===== config.mk =====
export PLATFORM = sky130hd
export DESIGN_NAME = mux_scan_nto1
export DESIGN_NICKNAME = d
export VERILOG_FILES = /design/src/rtl/mux_scan_nto1.sv
export SDC_FILE = /design/constraint.sdc
export NUM_CORES = 1
export LEC_CHECK = 0
export BUFFER_PORTS_ARGS = -buffer_cell sky130_fd_sc_hd__buf_2
export CAP_MARGIN = 10
export CORE_AREA = 5 5 61 63
export CTS_BUF_LIST = sky130_fd_sc_hd__clkbuf_2
export DETAILED_ROUTE_END_ITERATION = 6
export DIE_AREA = 0 0 66 68
export PLACE_DENSITY = 0.84
export SLEW_MARGIN = 10
export SYNTH_ARGS = -nofsm -noshare
export SYNTH_HDL_FRONTEND = slang
export SYNTH_SLANG_ARGS = --single-unit
export TNS_END_PERCENT = 30

===== constraint.sdc =====
create_clock -name clk -period 3.2 [get_ports clk]
set_clock_uncertainty 0.15 [all_clocks]
set_input_delay 0.64 -clock clk [delete_from_list [all_inputs] [get_ports clk]]
set_output_delay 0.64 -clock clk [all_outputs]
set_load 0.01 [all_outputs]

===== src/rtl/mux_scan_nto1.sv =====
// N-channel registered multiplexer with two modes: manual select, or round-robin
// scan over masked channels with a per-channel dwell. Output carries its source index.
module mux_scan_nto1 #(
  parameter int N_CH  = 8,
  parameter int W     = 1,
  parameter int CNT_W = 8,
  parameter int SEL_W = $clog2(N_CH)
) (
  input  logic                clk,
  input  logic                rst_n,
  input  logic [N_CH*W-1:0]   din,
  input  logic                en,
  input  logic                mode,
  input  logic [SEL_W-1:0]    sel,
  input  logic [N_CH-1:0]     ch_mask,
  input  logic [CNT_W-1:0]    dwell,
  output logic [W-1:0]        y,
  output logic [SEL_W-1:0]    y_ch,
  output logic                y_valid,
  output logic                frame_done
);

  typedef enum logic [1:0] {IDLE, MANUAL, SCAN} state_t;

  localparam int N_SLOT = 2 ** SEL_W;

  state_t            state;
  logic [SEL_W-1:0]  cur;
  logic [CNT_W-1:0]  cnt;
  logic              wrap_pend;

  // Unused index codes above N_CH read as zero, so an out-of-range sel yields y=0.
  logic [W-1:0] ch_data [N_SLOT];

  for (genvar k = 0; k < N_SLOT; k++) begin : g_slot
    if (k < N_CH) begin : g_ch
      assign ch_data[k] = din[k*W +: W];
    end else begin : g_pad
      assign ch_data[k] = '0;
    end
  end

  function automatic logic [SEL_W-1:0] lowest_ch(input logic [N_CH-1:0] m);
    logic [SEL_W-1:0] r;
    r = '0;
    for (int i = N_CH - 1; i >= 0; i--) begin
      if (m[i]) r = SEL_W'(i);
    end
    return r;
  endfunction

  // MSB of the result flags that no enabled channel lies above c (wrap-around).
  function automatic logic [SEL_W:0] next_ch(input logic [N_CH-1:0] m,
                                             input logic [SEL_W-1:0] c);
    logic [SEL_W:0] r;
    r = {1'b1, lowest_ch(m)};
    for (int i = N_CH - 1; i >= 0; i--) begin
      if (m[i] && (i > int'(c))) r = {1'b0, SEL_W'(i)};
    end
    return r;
  endfunction

  logic              go_idle;
  logic              scan_entry;
  logic [SEL_W-1:0]  eff_cur;
  logic [CNT_W-1:0]  eff_cnt;
  logic              advance;
  logic [SEL_W-1:0]  nxt_cur;
  logic              nxt_wrap;
  logic              sel_ok;

  always_comb begin
    go_idle    = !en || (mode && (ch_mask == '0));
    scan_entry = (state != SCAN);
    eff_cur    = scan_entry ? lowest_ch(ch_mask) : cur;
    eff_cnt    = scan_entry ? '0 : cnt;
    // A channel whose mask bit was just cleared gets one last sample, then we move on.
    advance    = (eff_cnt >= dwell) || !ch_mask[eff_cur];
    {nxt_wrap, nxt_cur} = next_ch(ch_mask, eff_cur);
    sel_ok     = int'(sel) < N_CH;
  end

  // Stage p0 -> output register: single-cycle latency from every input.
  always_ff @(posedge clk or negedge rst_n) begin
    if (!rst_n) begin
      state      <= IDLE;
      cur        <= '0;
      cnt        <= '0;
      wrap_pend  <= 1'b0;
      y          <= '0;
      y_ch       <= '0;
      y_valid    <= 1'b0;
      frame_done <= 1'b0;
    end else if (go_idle) begin
      state      <= IDLE;
      cnt        <= '0;
      wrap_pend  <= 1'b0;
      y_valid    <= 1'b0;
      frame_done <= 1'b0;
    end else if (!mode) begin
      state      <= MANUAL;
      cnt        <= '0;
      wrap_pend  <= 1'b0;
      y          <= sel_ok ? ch_data[sel] : '0;
      y_ch       <= sel;
      y_valid    <= sel_ok;
      frame_done <= 1'b0;
    end else begin
      state      <= SCAN;
      y          <= ch_data[eff_cur];
      y_ch       <= eff_cur;
      y_valid    <= 1'b1;
      frame_done <= wrap_pend && !scan_entry;
      if (advance) begin
        cnt       <= '0;
        cur       <= nxt_cur;
        wrap_pend <= nxt_wrap;
      end else begin
        cnt       <= eff_cnt + CNT_W'(1);
        cur       <= eff_cur;
        wrap_pend <= 1'b0;
      end
    end
  end

endmodule


# Yosys cells after proc, flatten, opt, wreduce, memory -nomap -nowiden

Index checks and enable logic that the tools add are counted.

Add/subtract/negate cells: 1
$lt $le $gt $ge: 11
Equal/unequal tests: 1
Mux-type cells: 39
Bitwise operators: 3
Reduce and logical (&&, ||, !) cells: 16

Operator list:

| kind                  | count |
|---|---|
| $mux W3               | 11 |
| $mux W8               | 4 |
| $mux W4               | 7 |
| $gt A3 B3 Y1 const A  | 4 |
| $mux W1               | 12 |
| $bmux W1 S3           | 3 |
| $logic_and A1 B1 Y1   | 9 |
| $add A8 B1 Y8 const B | 1 |
| $ge A4 B4 Y1 const B  | 2 |
| $ge A8 B8 Y1          | 1 |
| $logic_not A8 Y1      | 1 |
| $not A3 Y4            | 2 |
| $gt A2 B3 Y1 const A  | 2 |
| $lt A3 B4 Y1 const B  | 1 |
| $mux W2               | 2 |
| $gt A1 B3 Y1 const A  | 1 |
| $logic_not A1 Y1      | 3 |
| $logic_or A1 B1 Y1    | 2 |
| $ne A2 B2 Y1 const B  | 1 |
| $reduce_and A2 Y1     | 1 |
| $not A1 Y1            | 1 |

Register bits: 20
Input port bits: 31
Output and inout port bits: 6
Word-level logic and storage cells: 79

# Logic depth before layout (Yosys ltp)

Gate-level depths: netlist of run 1.

Depth after elaboration: 21
Depth in mapped cells: 12

# Worst setup path before layout of run 1

OpenSTA, ideal clock, no wires.

Path type: register -> register
From: register state[0]
To: register cnt[3]
Data arrival time: 2,698 ps
Data required time: 2,970 ps
Setup slack: 271 ps
Stages on the path, launching flop included: 13
Cells stage by stage: dfrtp_1 > and2b_4 > clkbuf_1 > nand2_1 > ha_1 > nand2b_1 > a21o_1 > a21o_1 > a211oi_1 > o2111ai_2 > or2_1 > buf_6 > nor3_2

Cells in the longest elaborated chain, start to end: 9

Ends and longest elaborated chain:

| what                                                                 | line | source |
|---|---|---|
| start, declared                                                      | 27   | `state_t state;` |
| start signal, assigned                                               | 86   | `state <= IDLE;` |
| start signal, assigned                                               | 95   | `state <= IDLE;` |
| start signal, assigned                                               | 101  | `state <= MANUAL;` |
| $ne A2 B2 Y1 (*)                                                     | 74   | `scan_entry = (state != SCAN);` |
| parallel branches: the longest is 5 deep, another holds $ge A8 B8 Y1 | --   |  |
| $mux W8 (*)                                                          | 114  | `if (advance) begin` |
| $mux W8 (*)                                                          | 100  | `end else if (!mode) begin` |
| $mux W8 (*)                                                          | 94   | `end else if (go_idle) begin` |
| end signal, assigned                                                 | 119  | `cnt <= eff_cnt + CNT_W'(1);` |
| end, declared                                                        | 29   | `logic [CNT_W-1:0] cnt;` |

Every way passes the cells marked *. The select of a mux whose other input is x is not followed.
A chain may end at the register's enable or synchronous reset.

# Worst setup path in the final report of run 1

From: register state[0]
To: register cnt[5]

The elaborated chain is that of the path after synthesis.

==> results of run 1 <==
final cells by class:
| cell class | count | area share [%] |
|---|---|---|
| sequential | 20 | 26.3 |
| clock inverter | 1 | 0.197 |
| tap | 46 | 3.03 |
| timing repair buffer | 39 | 10.7 |
| clock buffer | 3 | 0.790 |
| multi-input combinational | 145 | 56.0 |
| inverter | 15 | 2.96 |
layout by cell type (no fill, tap or decap), drive strengths merged, types with 2 or more instances in the layout:
cell and count:
nor2 15, a22oi 3, clkbuf 3, or2 2, o21bai 2, a21o 3, o21ai 12, nand3b 2
a21oi 5, mux2 2, dfrtp 20, and3 2, a211oi 6, ha 9, nand2b 3, mux2i 4
o31ai 4, inv 15, and2 9, nand3 8, mux4 2, o2111ai 2, buf 39, xor2 3
xnor2 3, nand2 16, a31oi 3, a21boi 4, nor3 4
logic make-up after synthesis:
family          synth area share, %
fa+ha+maj                      6.77
flops                          30.1
xor+xnor                       3.16
compound gates                 24.8
simple gates                   22.3
mux                            6.70
buf+inv                        6.17
flip-flops by register name, summed over array words and instances (netlist names):
name        count
cnt             8
cur             3
frame_done      1
state           2
wrap_pend       1
y               1
y_ch            3
y_valid         1
worst max path at each step:
stage	startpoint	end	slack, ns	cells after the start
2_1_floorplan	state[0]	cnt[3]	0.27	12
3_3_place_gp	state[0]	cnt[5]	0.20	10
3_5_place_dp	state[0]	cnt[5]	0.11	10
4_1_cts	state[0]	cnt[5]	0.07	10
5_1_grt	state[0]	cnt[5]	0.07	10
6_report	state[0]	cnt[5]	0.25	10
routing by layer:
layer	part of all wire, %	global-route usage (%)	vias to the layer above
met5	0	0	-
li1	-	-	760
met4	1.7	4.82	0
met3	6.0	1.97	10
met2	50	31.8	59
met1	42	19.8	673
metrics by stage:
| step | cells | area (um2) |
|---|---|---|
| final | 269 | 1900 |
| after global routing | 269 | 1900 |
| after CTS | 269 | 1900 |
| after detailed placement | 265 | 1880 |
| after global placement | 265 | 1880 |
| after floorplan | 186 | 1660 |
report_power, final:
group          switching (uW)  internal [uW]  leakage, uW
registers                11.8            271     0.000262
logic                     104           79.4     0.000623
clock network            69.2           27.2    0.0000140
total                     185            377     0.000899
what timing repair did:
action,in CTS,in global routing
hold buffers,0,0
gates resized for setup,0,1
buffers inserted,0,0
setup endpoints to repair,0,8
==> out/metrics.cfg, run 1 <==
[run_status]
status = finished, final reports clean

[worst_setup_path]
required_ns = 3.29
path_common_cell = a21o_1
cp_num_buf_inv = 0
worstPathCellList = and2b_4, nand2_1, ha_1, nand2b_1, a21o_1, a21o_1, a211oi_2, o2111ai_2, or2_1, nor3_2
critical_path.slowest_cell = dfrtp_1
r2r_cells = 10
r2r-end = cnt[5]
r2r_start = state[0]
cp_max_fo = 14
crit_type = register to register
cp.arrival_ns = 3.03
cpPeakStageDelay_ns = 0.44
cp-start-kind = register
crit_family = simple AND/OR/NAND/NOR gates
worstSetupEndpointType = register
regToRegSetupSlack_ns = 0.25

[synthesis]
ys_top_cells_by_count = dfrtp_1, inv_1, nand2_1
synth_area_um2 = 1660
netlist-cell-type-count = 55
yosysSeqAreaShare_pct = 30.1
ys_ff_latch = 20
synth-main-ff-cell = dfrtp_1
synthTopCellsByArea = dfrtp_1, ha_1, and2_1, inv_1, nand2_1
yosysTopAreaCell = dfrtp_1
synthDominantCellAreaShare_pct = 30.1
avgSynthCellArea_um2 = 8.94
synth_nets = 226
synth_edf_count = 0
yosys_warnings = 0
yosysMostFrequentCell = dfrtp_1
synthArstFlopShare_pct = 100
synth_cells = 186

[sta]
fmax_mhz = 339
drv_slew = 0
rsz0062_at_grt = false
slew_headroom_pct = 60.8
final.setup.worst_slack_ns = 0.252
setup_viol = 0
finalCriticalPeriod_ns = 2.95
hold_slack_ns = 0.0910
tightest_slew_ns = 0.584
finalSetupTns_ns = 0
hold_violations = 0
timing.final.crit_share_pct = 92.1

[floorplanning]
die_height_um = 68
initial_core_util_pct = 52.3
rows = 21
coreArea_um2 = 3180
die_w_um = 66
die_area_um2 = 4490
io_pins = 37

[global_routing]
antenna_found_initial = 0
grt_pass1_vias = 1387
grt_max_degree = 21
overflow = 0
grt_first_pass_wirelength_um = 5870
grt_usage_pct = 16.7

[routing]
dr.pass1.iters = 4
first_iter_violations = 52
viasPerCell = 5.58
antenna_left = 0
wirelength_um = 3610
drc = 0
wl_per_cell_um = 13.4
via_count = 1502

[place]
place_ws_ns = 0.112
port_buffers = 36
hpwl_um = 2960
routabilityCongestion = 0.906

[clock_network]
cts-root-buf = clkbuf_2
clock_sinks = 20
clkLatencyLatePin_ns = 0.30
cts_buffers = 3
cts.clk_slew.worst_paths_ns = 0.16
htreeDepth = 1
cts_buffer_depth = 2
tritoncts = built

[final_layout]
seq_area_um2 = 500
multi_input_area_um2 = 1060
fin_util_pct = 59.8
nets = 264
antennaDiodeCount = 0
synthToLayoutAreaGrowth_pct = 14.3
fillers = 299
drive_above_1_share_pct = 28.3

[pwr]
power_per_cell_area_nw_per_um2 = 296
power_uw = 563
ir_drop_mv = 0.189
p_leak_uw = 0.000899

[worst_hold_path]
hold_path_class = primary input to async pin

[flow_run]
maxCapViolations = 0

No activity file was read; power rests on OpenSTA's default activity.
==> run 2: changes to the inputs <==
Settings changed: ABC_AREA from default to 1, PLACE_DENSITY 0.84 to 0.83.
==> run 2 against run 1 <==
Against the previous run:
- sequential share of layout area is 0.17 points lower
- core utilization is 0.39 points higher
- first-iteration DRC count is 7.7% higher
==> out/metrics.cfg, run 2 <==
[place]
port_buffers = 36  ; unchanged
placed_cell_area_um2 = 1870  ; was 1880 um2
dpl.cell_count = 327  ; was 265
routabilityCongestion = 0.893  ; was 0.906
hpwl_um = 3160  ; was 2960 um

[clock_network]
cts_hold_buf = 0  ; unchanged
cts_buffers = 3  ; unchanged
clock_sinks = 20  ; unchanged
cts_buffer_depth = 2  ; unchanged
clkLatencyLatePin_ns = 0.32  ; was 0.30 ns
htreeDepth = 1  ; unchanged
cts_resized = 0  ; unchanged
cts-root-buf = clkbuf_2  ; unchanged
postCtsSetupBuffers = 0  ; unchanged
tritoncts = built  ; unchanged
cts.clk_slew.worst_paths_ns = 0.19  ; was 0.16 ns

[worst_hold_path]
hold_path_class = primary input to async pin  ; unchanged

[sta]
rsz0062_at_grt = false  ; unchanged
slew_headroom_pct = 67.6  ; was 60.8%
hold_violations = 0  ; unchanged
setup_viol = 0  ; unchanged
timing.final.crit_share_pct = 81.0  ; was 92.1%
finalSetupTns_ns = 0  ; unchanged
drv_slew = 0  ; unchanged
finalCriticalPeriod_ns = 2.59  ; was 2.95 ns
fmax_mhz = 386  ; was 339 MHz
tightest_slew_ns = 0.484  ; was 0.584 ns

[floorplanning]
coreArea_um2 = 3180  ; unchanged
die_w_um = 66  ; unchanged
rows = 21  ; unchanged
die_height_um = 68  ; unchanged
initial_core_util_pct = 51.4  ; was 52.3%
io_pins = 37  ; unchanged
die_area_um2 = 4490  ; unchanged

[routing]
antenna_left = 0  ; unchanged
via_count = 1636  ; was 1502
viasPerCell = 4.94  ; was 5.58
dr.pass1.iters = 4  ; unchanged
first_iter_violations = 56  ; was 52
wirelength_um = 3800  ; was 3610 um
wl_per_cell_um = 11.5  ; was 13.4 um
drc = 0  ; unchanged

[final_layout]
synthToLayoutAreaGrowth_pct = 17.0  ; was 14.3%
largest-register = cnt  ; unchanged
fillers = 324  ; was 299
final_cell_mix = nand2_1, inv_1, buf_2  ; was buf_2, dfrtp_1, inv_1, nand2_1, o21ai_0
seq_area_um2 = 500  ; unchanged
final_cells = 331  ; was 269
drive_above_1_share_pct = 20.0  ; was 28.3%
nets = 326  ; was 264
reg_top3 = cnt: 8 flops, cur: 3 flops, y_ch: 3 flops  ; unchanged
final_common_cell = nand2_1  ; was buf_2
antennaDiodeCount = 0  ; unchanged
multi_input_area_um2 = 966  ; was 1060 um2
largest_register_ffs = 8  ; unchanged
design_area_um2 = 1910  ; was 1900 um2

[synthesis]
synth_cells = 246  ; was 186
ys_top_cells_by_count = nand2_1, inv_1, nor2_1  ; was dfrtp_1, inv_1, nand2_1
synthDominantCellAreaShare_pct = 30.6  ; was 30.1%
yosysSeqAreaShare_pct = 30.6  ; was 30.1%
yosys_warnings = 0  ; unchanged
synth_area_um2 = 1640  ; was 1660 um2
netlist-cell-type-count = 32  ; was 55
ys_ff_latch = 20  ; unchanged
avgSynthCellArea_um2 = 6.65  ; was 8.94 um2
yosysMostFrequentCell = nand2_1  ; was dfrtp_1
synthTopCellsByArea = dfrtp_1, nand2_1, inv_1, ha_1, nor2_1  ; was dfrtp_1, ha_1, and2_1, inv_1, nand2_1
synth_edf_count = 0  ; unchanged
yosysTopAreaCell = dfrtp_1  ; unchanged
synth_nets = 286  ; was 226
synthArstFlopShare_pct = 100  ; unchanged
synth-main-ff-cell = dfrtp_1  ; unchanged

[pwr]
power_per_cell_area_nw_per_um2 = 343  ; was 296 nW/um2
combPwrFrac_pct = 28.5  ; was 32.6%
seqPwrFrac_pct = 43.1  ; was 50.2%
p_leak_uw = 0.00102  ; was 0.000899 uW
intPower_uw = 447  ; was 377 uW
ir_drop_mv = 0.153  ; was 0.189 mV
clock_power_share_pct = 28.4  ; was 17.1%
p_sw_share_pct = 31.8  ; was 32.9%
switchingPower_uw = 209  ; was 185 uW
power_uw = 656  ; was 563 uW

[worst_setup_path]
crit_type = register to register  ; unchanged
cpPeakStageDelay_ns = 0.44  ; about the same
crit_family = simple AND/OR/NAND/NOR gates  ; unchanged
worstPathCellList = nor2_4, inv_2, nor2_1, ha_1, a21oi_1, o21a_1, o221ai_1, nor2_1, nand2_2, nor2_4, nand2_2, nor3b_2  ; was and2b_4, nand2_1, ha_1, nand2b_1, a21o_1, a21o_1, a211oi_2, o2111ai_2, or2_1, nor3_2
cp_max_fo = 13  ; was 14
required_ns = 3.31  ; was 3.29 ns
cp_num_buf_inv = 1  ; was 0
cp-start-kind = register  ; unchanged
worstSetupEndpointType = register  ; unchanged
critical_path.slowest_cell = dfrtp_1  ; unchanged
startpoint = state[0]  ; unchanged
r2r_start = state[0]  ; unchanged
cp.arrival_ns = 2.71  ; was 3.03 ns

[global_routing]
grt_pass1_vias = 1589  ; was 1387
overflow = 0  ; unchanged
grt_first_pass_wirelength_um = 6610  ; was 5870 um
grt_usage_pct = 18.7  ; was 16.7%
antenna_found_initial = 0  ; unchanged
grt_max_degree = 21  ; unchanged

[run_status]
status = finished, final reports clean  ; unchanged

[flow_run]
maxCapViolations = 0  ; unchanged

==> run 2: layout make-up <==
class | count | area share (%)
well taps | 46 | 3.01
flip-flops and latches | 20 | 26.2
multi-input cells | 183 | 50.5
inverters | 41 | 8.18
repair buffers | 37 | 9.81
clock buffers | 3 | 0.785
clock inverters | 1 | 1.57
==> run 2: worst register-to-register path: stages, from the launching register on <==
cell and delay [ns]:
dfrtp_1 0.44, nor2_4 0.18, inv_2 0.15, nor2_1 0.20
ha_1 0.28, a21oi_1 0.14, o21a_1 0.14, o221ai_1 0.09
nor2_1 0.23, nand2_2 0.10, nor2_4 0.12, nand2_2 0.13
nor3b_2 0.19
==> run 2: cell families after synthesis <==
kind of cell / synth area share, %
AOI/OAI and AO/OA: 9.95
adders and majority gates: 6.89
buffers and inverters: 10.3
and+or+nand+nor: 38.9
DFF: 30.6
xor gates and xnor gates: 2.68
muxes: 0.689
==> run 2: metal layers <==
metal	GRT usage [%]	vias up	share of wire [%]
li1	-	861	-
met1	22.1	733	45
met2	35.0	38	49
met3	1.97	4	5.3
met4	6.60	0	0.90
met5	0	-	0
==> run 2: through the flow <==
step | utilization [%] | setup WS, ns | hold slack [ns]
2_1_floorplan | - | 0.851 | 0.194
3_3_place_gp | 58.8 | 0.612 | 0.310
3_5_place_dp | 58.8 | 0.612 | 0.324
4_1_cts | 60.2 | 0.598 | 0.0742
5_1_grt | 60.2 | 0.381 | 0.0593
6_report | 60.2 | 0.607 | 0.0615
==> run 2: path summary, 6_finish.rpt <==
path,to,slack [ns],cells past startpoint
min in group clk,cur[1],0.36,2
worst min-delay path,y_valid,0.06,1
worst min register to register,cur[1],0.36,2
max in group asynchronous,frame_done,2.54,1
worst max register to register,cnt[2],0.61,12
worst max-delay path,cnt[2],0.61,12
==> run 2: power by group through the flow <==
| stage | logic, uW | clock network (uW) | registers (uW) |
|---|---|---|---|
| final | 187 | 186 | 283 |
| after global routing | 213 | 200 | 285 |
| after CTS | 187 | 186 | 283 |
| after detailed placement | 187 | 0 | 287 |
| after global placement | 183 | 0 | 286 |
| after floorplan | 122 | 0 | 289 |
==> run 3: changes to the inputs <==
Settings changed: ABC_AREA 1 to 0, PLACE_DENSITY 0.83 to 0.84.
Clock period 3.2 ns to 2.5 ns, I/O delays scaled along.
==> run 3 against run 2 <==
Against the previous run:
- the flow now finishes with violations (negative setup slack)
- sequential share of layout area fell by 5.0 points
- largest power group unchanged
- cell count down 5.7%
- hold slack better by 0.19 ns
- critical endpoint is now cnt[4]
- first-iteration DRC count is 7.1% higher
- register-to-register slack got worse by 0.79 ns
- power up 40%
==> out/metrics.cfg, run 3 (synthesis results as in run 1) <==
[run_status]
status = finished with violations  ; was finished, final reports clean
violations = negative setup slack

[worst_setup_path]
r2r_start = state[0]  ; unchanged
crit_family = simple AND/OR/NAND/NOR gates  ; unchanged
worstPathCellList = and2b_4, nand2_4, ha_4, nand2b_4, a21o_1, a21o_1, a211oi_4, o2111ai_2, or2_1, buf_12, nor2_2  ; was nor2_4, inv_2, nor2_1, ha_1, a21oi_1, o21a_1, o221ai_1, nor2_1, nand2_2, nor2_4, nand2_2, nor3b_2
required_ns = 2.61  ; was 3.31 ns
cp-endpoint = cnt[4]  ; was cnt[2]
cpPeakStageDelay_ns = 0.45  ; was 0.44 ns
worstSetupEndpointType = register  ; unchanged
path_common_cell = a21o_1
regToRegSetupSlack_ns = -0.19  ; was 0.61 ns
r2r_cells = 11  ; was 12
cp_num_buf_inv = 1  ; unchanged
cp-start-kind = register  ; unchanged
cp_max_fo = 8  ; was 13
cp.depth = 11  ; was 12
startpoint = state[0]  ; unchanged
critical_path.slowest_cell = dfrtp_1  ; unchanged
cp.arrival_ns = 2.80  ; was 2.71 ns
r2r-end = cnt[4]  ; was cnt[2]
crit_type = register to register  ; unchanged

[place]
routabilityCongestion = 0.882  ; was 0.893
dpl.cell_count = 302  ; was 327
placed_cell_area_um2 = 2170  ; was 1870 um2
port_buffers = 36  ; unchanged
hpwl_um = 3350  ; was 3160 um

[pwr]
intPower_uw = 641  ; was 447 uW
combPwrFrac_pct = 34.0  ; was 28.5%
ir_drop_mv = 0.217  ; was 0.153 mV
power_per_cell_area_nw_per_um2 = 387  ; was 343 nW/um2
p_leak_uw = 0.00117  ; was 0.00102 uW
p_sw_share_pct = 30.1  ; was 31.8%
switchingPower_uw = 275  ; was 209 uW
clock_power_share_pct = 26.4  ; was 28.4%
seqPwrFrac_pct = 39.6  ; was 43.1%

[routing]
met1Wirelength_um = 1750  ; was 1690 um
via_count = 1711  ; was 1636
wl_met3_um = 212  ; was 200 um
wl_per_cell_um = 14.2  ; was 11.5 um
dr.pass1.iters = 4  ; unchanged
first_iter_violations = 60  ; was 56
dr.max_layer_used = met4  ; unchanged
antenna_left = 0  ; unchanged
drc = 0  ; unchanged
wl_met2_um = 2350  ; was 1870 um
wirelength_um = 4440  ; was 3800 um
viasPerCell = 5.48  ; was 4.94

[clock_network]
cts-root-buf = clkbuf_2  ; unchanged
tritoncts = built  ; unchanged
cts_buffers = 3  ; unchanged
cts_buffer_depth = 2  ; unchanged
clkLatencyLatePin_ns = 0.34  ; was 0.32 ns
cts.clk_slew.worst_paths_ns = 0.21  ; was 0.19 ns
htreeDepth = 1  ; unchanged
clock_sinks = 20  ; unchanged

[final_layout]
fillers = 237  ; was 324
multi_input_area_um2 = 1170  ; was 966 um2
reg_top3 = cnt: 8 flops, cur: 3 flops, y_ch: 3 flops  ; unchanged
seq_area_um2 = 500  ; unchanged
design_area_um2 = 2370  ; was 1910 um2
synthToLayoutAreaGrowth_pct = 42.3  ; was 17.0%
fin_util_pct = 74.4  ; was 60.2%
nets = 307  ; was 326
final_cell_mix = buf_4, buf_2, dfrtp_1  ; was nand2_1, inv_1, buf_2
final_cells = 312  ; was 331
final_common_cell = buf_4  ; was nand2_1
antennaDiodeCount = 0  ; unchanged
largest_register_ffs = 8  ; unchanged
drive_above_1_share_pct = 44.4  ; was 20.0%
largest-register = cnt  ; unchanged

[sta]
final.setup.worst_slack_ns = -0.187  ; was 0.607 ns
rsz0062_at_grt = true  ; was false
fmax_mhz = 372  ; was 386 MHz
hold_violations = 0  ; unchanged
drv_slew = 0  ; unchanged
finalCriticalPeriod_ns = 2.69  ; was 2.59 ns
tightest_slew_ns = 0.446  ; was 0.484 ns
slew_headroom_pct = 70.1  ; was 67.6%
hold_slack_ns = 0.250  ; was 0.0615 ns
setup_viol = 12  ; was 0
finalSetupTns_ns = -1.63  ; was 0 ns
timing.final.crit_share_pct = 107  ; was 81.0%

[floorplanning]
io_pins = 37  ; unchanged
die_height_um = 68  ; unchanged
initial_core_util_pct = 52.3  ; was 51.4%
die_w_um = 66  ; unchanged
rows = 21  ; unchanged
coreArea_um2 = 3180  ; unchanged
die_area_um2 = 4490  ; unchanged

[global_routing]
antenna_found_initial = 0  ; unchanged
overflow = 0  ; unchanged
grt_usage_pct = 20.5  ; was 18.7%
grt_pass1_vias = 1648  ; was 1589
grt_first_pass_wirelength_um = 7100  ; was 6610 um
grt_max_degree = 21  ; unchanged

[worst_hold_path]
hold_path_class = primary input to register  ; was primary input to async pin

[flow_run]
maxCapViolations = 0  ; unchanged

[run 3: repair_timing]
item	4_1_cts	5_1_grt
endpoints found under the hold margin	20	0
pin swaps	6	2
setup endpoints to repair	12	13
gates cloned	1	0
hold buffers	1	0
setup buffers	3	1
resized for setup	12	7
[run 3: final cells by class]
type | count | share of cell area [%]
multi-input combinational | 146 | 49.6
tap | 46 | 2.43
clock inverter | 1 | 1.27
inverter | 15 | 2.38
timing repair buffer | 81 | 22.5
sequential | 20 | 21.2
clock buffer | 3 | 0.635
[run 3: how the worst min path moves through the flow]
stage / from / endpoint / slack [ns] / depth (start not counted)
floorplan: rst_n / cnt[0] / 0.05 / 0
global placement: rst_n / cnt[1] / 0.30 / 1
detailed placement: rst_n / cnt[0] / 0.31 / 1
CTS: mode / state[0] / 0.25 / 2
global route: mode / state[0] / 0.26 / 2
finish: mode / state[0] / 0.25 / 2
[run 3: power groups by stage]
stage               registers, uW  logic [uW]  clock network (uW)
CTS                           363         303                 244
floorplan                     369         155                   0
finish                        363         311                 242
global placement              367         282                   0
global route                  365         343                 257
detailed placement            368         288                   0
[run 3: per-stage QoR]
step,worst slack (ns),total power (uW)
6_report,-0.187,916
3_3_place_gp,-0.141,649
4_1_cts,-0.135,911
2_1_floorplan,-0.176,524
5_1_grt,-0.299,965
3_5_place_dp,-0.206,656
[run 3: routing by layer]
layer	up-vias	track usage, %
met2	53	39.3
met5	-	0
met1	800	23.5
met4	0	7.11
li1	843	-
met3	15	2.63
